### src/rtl/add_sub_pipe_pkg.sv
// Shared definitions for the pipelined add/subtract unit.
//   OP_*            operation encoding carried on in_op
//   op_inverts_y    1 when the y operand enters the adder inverted (SUB/SBB)
//   op_carry_in     carry injected into the lowest slice for a given operation
package add_sub_pipe_pkg;

    localparam logic [1:0] OP_ADD = 2'b00;
    localparam logic [1:0] OP_SUB = 2'b01;
    localparam logic [1:0] OP_ADC = 2'b10;
    localparam logic [1:0] OP_SBB = 2'b11;

    function automatic logic op_inverts_y(input logic [1:0] op);
        return (op == OP_SUB) || (op == OP_SBB);
    endfunction

    // SUB is x + ~y + 1; ADC/SBB take the external carry (SBB: 1 = no borrow).
    function automatic logic op_carry_in(input logic [1:0] op, input logic cin);
        logic c;
        case (op)
            OP_ADD:  c = 1'b0;
            OP_SUB:  c = 1'b1;
            OP_ADC:  c = cin;
            default: c = cin;
        endcase
        return c;
    endfunction

endpackage

### src/rtl/add_sub_slice.sv
// Combinational LANE-bit adder slice.
//   a, b    slice operands (b already inverted for subtraction)
//   cin     carry into the slice
//   s       slice sum
//   cout    carry out of the slice
//   a_msb, b_msb, s_msb   top bits of a, b and s, used for the overflow flag
module add_sub_slice
    import add_sub_pipe_pkg::*;
#(
    parameter int LANE = 8
) (
    input  logic [LANE-1:0] a,
    input  logic [LANE-1:0] b,
    input  logic            cin,
    output logic [LANE-1:0] s,
    output logic            cout,
    output logic            a_msb,
    output logic            b_msb,
    output logic            s_msb
);

    assign {cout, s} = {1'b0, a} + {1'b0, b} + {{LANE{1'b0}}, cin};
    assign a_msb     = a[LANE-1];
    assign b_msb     = b[LANE-1];
    assign s_msb     = s[LANE-1];

endmodule

### src/rtl/add_sub_pipe.sv
// Pipelined integer add/subtract unit with carry/overflow/zero/negative flags.
// The carry chain is cut into LANE-bit slices with one register stage per
// slice, so an operation takes STAGES = W/LANE cycles and one op can be
// accepted every cycle. A single global enable freezes the whole pipe when
// the consumer stalls the output.
//   clk, rst             clock and synchronous active-high reset
//   in_valid/in_ready    operand handshake
//   in_x, in_y, in_op    operands and operation (ADD/SUB/ADC/SBB)
//   in_cin               carry-in for ADC/SBB
//   out_valid/out_ready  result handshake
//   out_s                result
//   out_c, out_o         carry-out (1 = no borrow for SUB/SBB), signed overflow
//   out_z, out_n         result is zero, result sign bit
module add_sub_pipe
    import add_sub_pipe_pkg::*;
#(
    parameter int W    = 32,
    parameter int LANE = 8
) (
    input  logic         clk,
    input  logic         rst,
    input  logic         in_valid,
    output logic         in_ready,
    input  logic [W-1:0] in_x,
    input  logic [W-1:0] in_y,
    input  logic [1:0]   in_op,
    input  logic         in_cin,
    output logic         out_valid,
    input  logic         out_ready,
    output logic [W-1:0] out_s,
    output logic         out_c,
    output logic         out_o,
    output logic         out_z,
    output logic         out_n
);

    localparam int STAGES = W / LANE;

    // Signed overflow: operands agree in sign but the sum does not.
    function automatic logic signed_ovf(input logic x_msb, input logic y_msb,
                                        input logic s_msb);
        return ~(x_msb ^ y_msb) & (s_msb ^ x_msb);
    endfunction

    logic         stall;
    logic         en;
    logic [W-1:0] yp_in;
    logic         cin_in;

    assign stall    = out_valid & ~out_ready;
    assign en       = ~stall;
    assign in_ready = en;
    assign yp_in    = op_inverts_y(in_op) ? ~in_y : in_y;
    assign cin_in   = op_carry_in(in_op, in_cin);

    // Stage k resolves bits [k*LANE +: LANE]. Operand registers shrink as the
    // pipe advances (only bits not yet added travel on); the finished low
    // result bits grow by one lane per stage.
    for (genvar k = 0; k < STAGES; k++) begin : g_stage
        logic [W-k*LANE-1:0]   x_hi;
        logic [W-k*LANE-1:0]   yp_hi;
        logic                  c_src;
        logic                  v_src;
        logic [LANE-1:0]       sum;
        logic                  cout;
        logic                  x_msb;
        logic                  yp_msb;
        logic                  s_msb;
        logic [(k+1)*LANE-1:0] s_acc;

        if (k == 0) begin : g_src
            assign x_hi  = in_x;
            assign yp_hi = yp_in;
            assign c_src = cin_in;
            assign v_src = in_valid;
            assign s_acc = sum;
        end else begin : g_src
            assign x_hi  = g_stage[k-1].g_reg.x_p;
            assign yp_hi = g_stage[k-1].g_reg.yp_p;
            assign c_src = g_stage[k-1].g_reg.c_p;
            assign v_src = g_stage[k-1].g_reg.vld_p;
            assign s_acc = {sum, g_stage[k-1].g_reg.s_p};
        end

        add_sub_slice #(.LANE(LANE)) u_slice (
            .a     (x_hi[LANE-1:0]),
            .b     (yp_hi[LANE-1:0]),
            .cin   (c_src),
            .s     (sum),
            .cout  (cout),
            .a_msb (x_msb),
            .b_msb (yp_msb),
            .s_msb (s_msb)
        );

        if (k < STAGES - 1) begin : g_reg
            logic [W-(k+1)*LANE-1:0] x_p;
            logic [W-(k+1)*LANE-1:0] yp_p;
            logic [(k+1)*LANE-1:0]   s_p;
            logic                    c_p;
            logic                    vld_p;
            // Sign taps only matter in the top slice.
            logic                    unused_msbs;

            assign unused_msbs = x_msb ^ yp_msb ^ s_msb;

            // ---- stage k -> k+1 register boundary ----
            always_ff @(posedge clk) begin
                if (rst) begin
                    vld_p <= 1'b0;
                    x_p   <= '0;
                    yp_p  <= '0;
                    s_p   <= '0;
                    c_p   <= 1'b0;
                end else if (en) begin
                    vld_p <= v_src;
                    if (v_src) begin
                        x_p  <= x_hi[W-k*LANE-1:LANE];
                        yp_p <= yp_hi[W-k*LANE-1:LANE];
                        s_p  <= s_acc;
                        c_p  <= cout;
                    end
                end
            end
        end else begin : g_out
            logic [W-1:0] s_p;
            logic         c_p;
            logic         o_p;
            logic         z_p;
            logic         n_p;
            logic         vld_p;

            // ---- final stage: result and flag registers ----
            always_ff @(posedge clk) begin
                if (rst) begin
                    vld_p <= 1'b0;
                    s_p   <= '0;
                    c_p   <= 1'b0;
                    o_p   <= 1'b0;
                    z_p   <= 1'b0;
                    n_p   <= 1'b0;
                end else if (en) begin
                    vld_p <= v_src;
                    if (v_src) begin
                        s_p <= s_acc;
                        c_p <= cout;
                        o_p <= signed_ovf(x_msb, yp_msb, s_msb);
                        z_p <= ~|s_acc;
                        n_p <= s_msb;
                    end
                end
            end

            assign out_valid = vld_p;
            assign out_s     = s_p;
            assign out_c     = c_p;
            assign out_o     = o_p;
            assign out_z     = z_p;
            assign out_n     = n_p;
        end
    end

endmodule
### config.mk
export PLATFORM = sky130hd
export DESIGN_NAME = add_sub_pipe
export DESIGN_NICKNAME = d
export VERILOG_FILES = /design/src/rtl/add_sub_pipe_pkg.sv /design/src/rtl/add_sub_slice.sv /design/src/rtl/add_sub_pipe.sv
export SDC_FILE = /design/constraint.sdc
export NUM_CORES = 1
export LEC_CHECK = 0
export BUFFER_PORTS_ARGS = -buffer_cell sky130_fd_sc_hd__buf_2
export CORE_MARGIN = 8
export CORE_UTILIZATION = 31
export CTS_CLUSTER_SIZE = 8
export DETAILED_ROUTE_END_ITERATION = 8
export HOLD_SLACK_MARGIN = 0.12
export MAX_ROUTING_LAYER = met4
export RECOVER_POWER = 50
export SYNTH_ARGS = -nofsm -noshare
export SYNTH_HDL_FRONTEND = slang
export SYNTH_HIERARCHICAL = 1
export SYNTH_SLANG_ARGS = --single-unit
### constraint.sdc
create_clock -name clk -period 7.3 [get_ports clk]
set_clock_uncertainty 0.15 [all_clocks]
set_input_delay 0.365 -clock clk [delete_from_list [all_inputs] [get_ports clk]]
set_output_delay 0.365 -clock clk [all_outputs]
set_load 0.02 [all_outputs]
==> impl_metrics.ini <==
[route]
drt-pass1-iter-count = 4
route.vias.total = 6709
remaining_drc_errors = 0
wl_per_cell_um = 13.14
routed_wl_um = 19300
ant_nets = 0
drt_iter0_drc = 320
vias_per_cell = 4.570

[outcome]
status = finished with violations
failed_checks = capacitance limit, slew limit

[synthesis]
syn_avg_cell_area_um2 = 8.008
syn-num-nets = 1117
syn_area_um2 = 8088
yosys_warnings = 6
synth_cells = 1010

[floorplan]
dieArea_um2 = 31510
design.core.area_um2 = 25840
die_w_um = 177.5
io_pins = 109
rows = 59
start_util = 0.3130
chipHeight_um = 177.5

[sta]
fmax_ghz = 0.2467
setup_tns_ns = 0
rsz0062_at_grt = no
maxSlewHeadroom = -1.206
setup_violations = 0
timing.hold.ws_ns = 0.1643
worstMarginPinSlew_ns = 3.309
setup_slack_ns = 3.246
slew_violations = 133
period_minus_slack_ns = 4.054
post-route-period-util = 0.5554
hold_violations = 0

[finish]
areaGrowthSynthToFinish_pct = 20.64
drive_gt1_frac = 0.09982
fin_nets = 1227
finalNonFillerCells = 1468
nFillCells = 2752

[grt]
grt_pass1_wl_um = 32590
grt_max_degree = 116
grt_pass1_vias = 6495
grtUsageTotal = 0.1287
antenna_found_initial = 1
overflow = 0

[cts]
root_buffer = clkbuf_16
clock_path_buffers = 2
clk_pin_slew_ns = 0.07
cts_setup_buffers = 0
cts_buffers = 17
clock_latency_ns = 0.42
cts_sinks = 187
cts_tree = yes
hold_buffers = 46
cts_resized = 0
htree_levels = 4

[worst_setup_path]
critPathMaxFanout = 81
crit_end = g_stage[0].g_reg.x_p[22]$_SDFFE_PP0P_
crit_path_start_kind = register
path_cells = nor2b_1 > inv_1 > and2_2 > clkbuf_1 > nand2_1 > a21oi_1
cp.arrival_ns = 4.25
reg2reg_to = g_stage[0].g_reg.x_p[22]$_SDFFE_PP0P_
r2r_start = out_valid$_SDFFE_PP0N_
timing.critical_path.from = out_valid$_SDFFE_PP0N_
cp_slowest_cell = clkbuf_1
r2r_setup_slack_ns = 3.25
worstSetupPathType = register to register
critical_path_required_ns = 7.49
cpPeakStageDelay_ns = 2.32
endpoint_kind = register
worst_r2r_path_depth = 6

[hold_path]
hold_depth = 3
holdCritPathClass = input pin to register

[placement]
pre_cts_ws_ns = 4.101
placed_cells = 1390
hpwl_um = 13580
port_buffers = 108
gp_congestion = 0.7820

[run]
cap_violations = 2

[pwr]
power.density_nw_per_um2 = 224.9
vdd_drop_max_v = 0.0001133
fin_total_pwr_uw = 2194
leakage_uw = 0.003673
report_power, final:
group	internal, uW	switching (uW)
Sequential	1060	21.2
Clock	480	395
Combinational	106	135
stage by stage:
stage	cell area (um2)	util
floorplan	8088	-
global placement	8793	0.3403
detailed placement	8793	0.3403
CTS	9812	0.3798
global route	9757	0.3776
finish	9757	0.3776
routing by layer:
| layer | global-route usage | part of all wire | vias to the layer above | wire [um] |
|---|---|---|---|---|
| met5 | - | 0 | - | 0 |
| met2 | 0.1799 | 0.41 | 104 | 7957 |
| met3 | 0.02319 | 0.022 | 11 | 431 |
| li1 | - | - | 3582 | - |
| met1 | 0.1854 | 0.56 | 3012 | 10760 |
| met4 | 0.03647 | 0.0076 | 0 | 146 |
area by class of cell:
type	instances	area, um2	share of cell area
antenna	1	2.502	0.0002565
clock buffer	18	439.2	0.04501
clock inverter	13	118.9	0.01218
inverter	11	41.29	0.004232
multi-input combinational	742	3988	0.4087
sequential	187	3744	0.3837
tap	335	419.2	0.04296
timing repair buffer	161	1005	0.1030
layout by cell type, fill, tap and decap left out, drive strengths merged, types with 15 or more instances in the layout:
cell         instances
xor2                15
nor2                36
xnor2               34
dfxtp              187
a211oi              26
clkbuf              58
buf                 75
a21oi              180
ha                  28
nand2              334
dlygate4sd3         46
critical path, delay by kind of cell, from the launching register on:
family                 cells  cell delay (ns)
DFF                        1             0.33
AOI/OAI and AO/OA          1             0.23
buffers and inverters      2             2.54
and+or+nand+nor            3             0.69
worst min path at each step:
stage	from	endpoint	slack, ns
floorplan	g_stage[0].g_reg.s_p[0]$_SDFFE_PP0P_	g_stage[1].g_reg.s_p[0]$_SDFFE_PP0P_	0.28
global placement	g_stage[0].g_reg.x_p[22]$_SDFFE_PP0P_	g_stage[1].g_reg.x_p[14]$_SDFFE_PP0P_	0.29
detailed placement	g_stage[0].g_reg.x_p[22]$_SDFFE_PP0P_	g_stage[1].g_reg.x_p[14]$_SDFFE_PP0P_	0.29
CTS	out_ready	g_stage[1].g_reg.vld_p$_SDFFE_PP0N_	0.14
global route	in_y[31]	g_stage[0].g_reg.yp_p[23]$_SDFFE_PP0P_	0.17
finish	in_y[30]	g_stage[0].g_reg.yp_p[22]$_SDFFE_PP0P_	0.16
sequential cells by signal, indices dropped and copies added (netlist names):
signal and count:
g_stage.g_reg.yp_p 48, g_stage.g_reg.vld_p 3, g_stage.g_reg.c_p 3, out_n 1, out_c 1, out_o 1, out_z 1, out_valid 1
out_s 32, g_stage.g_reg.x_p 48, g_stage.g_reg.s_p 48
Note: power is estimated with default switching activity, not from simulation.
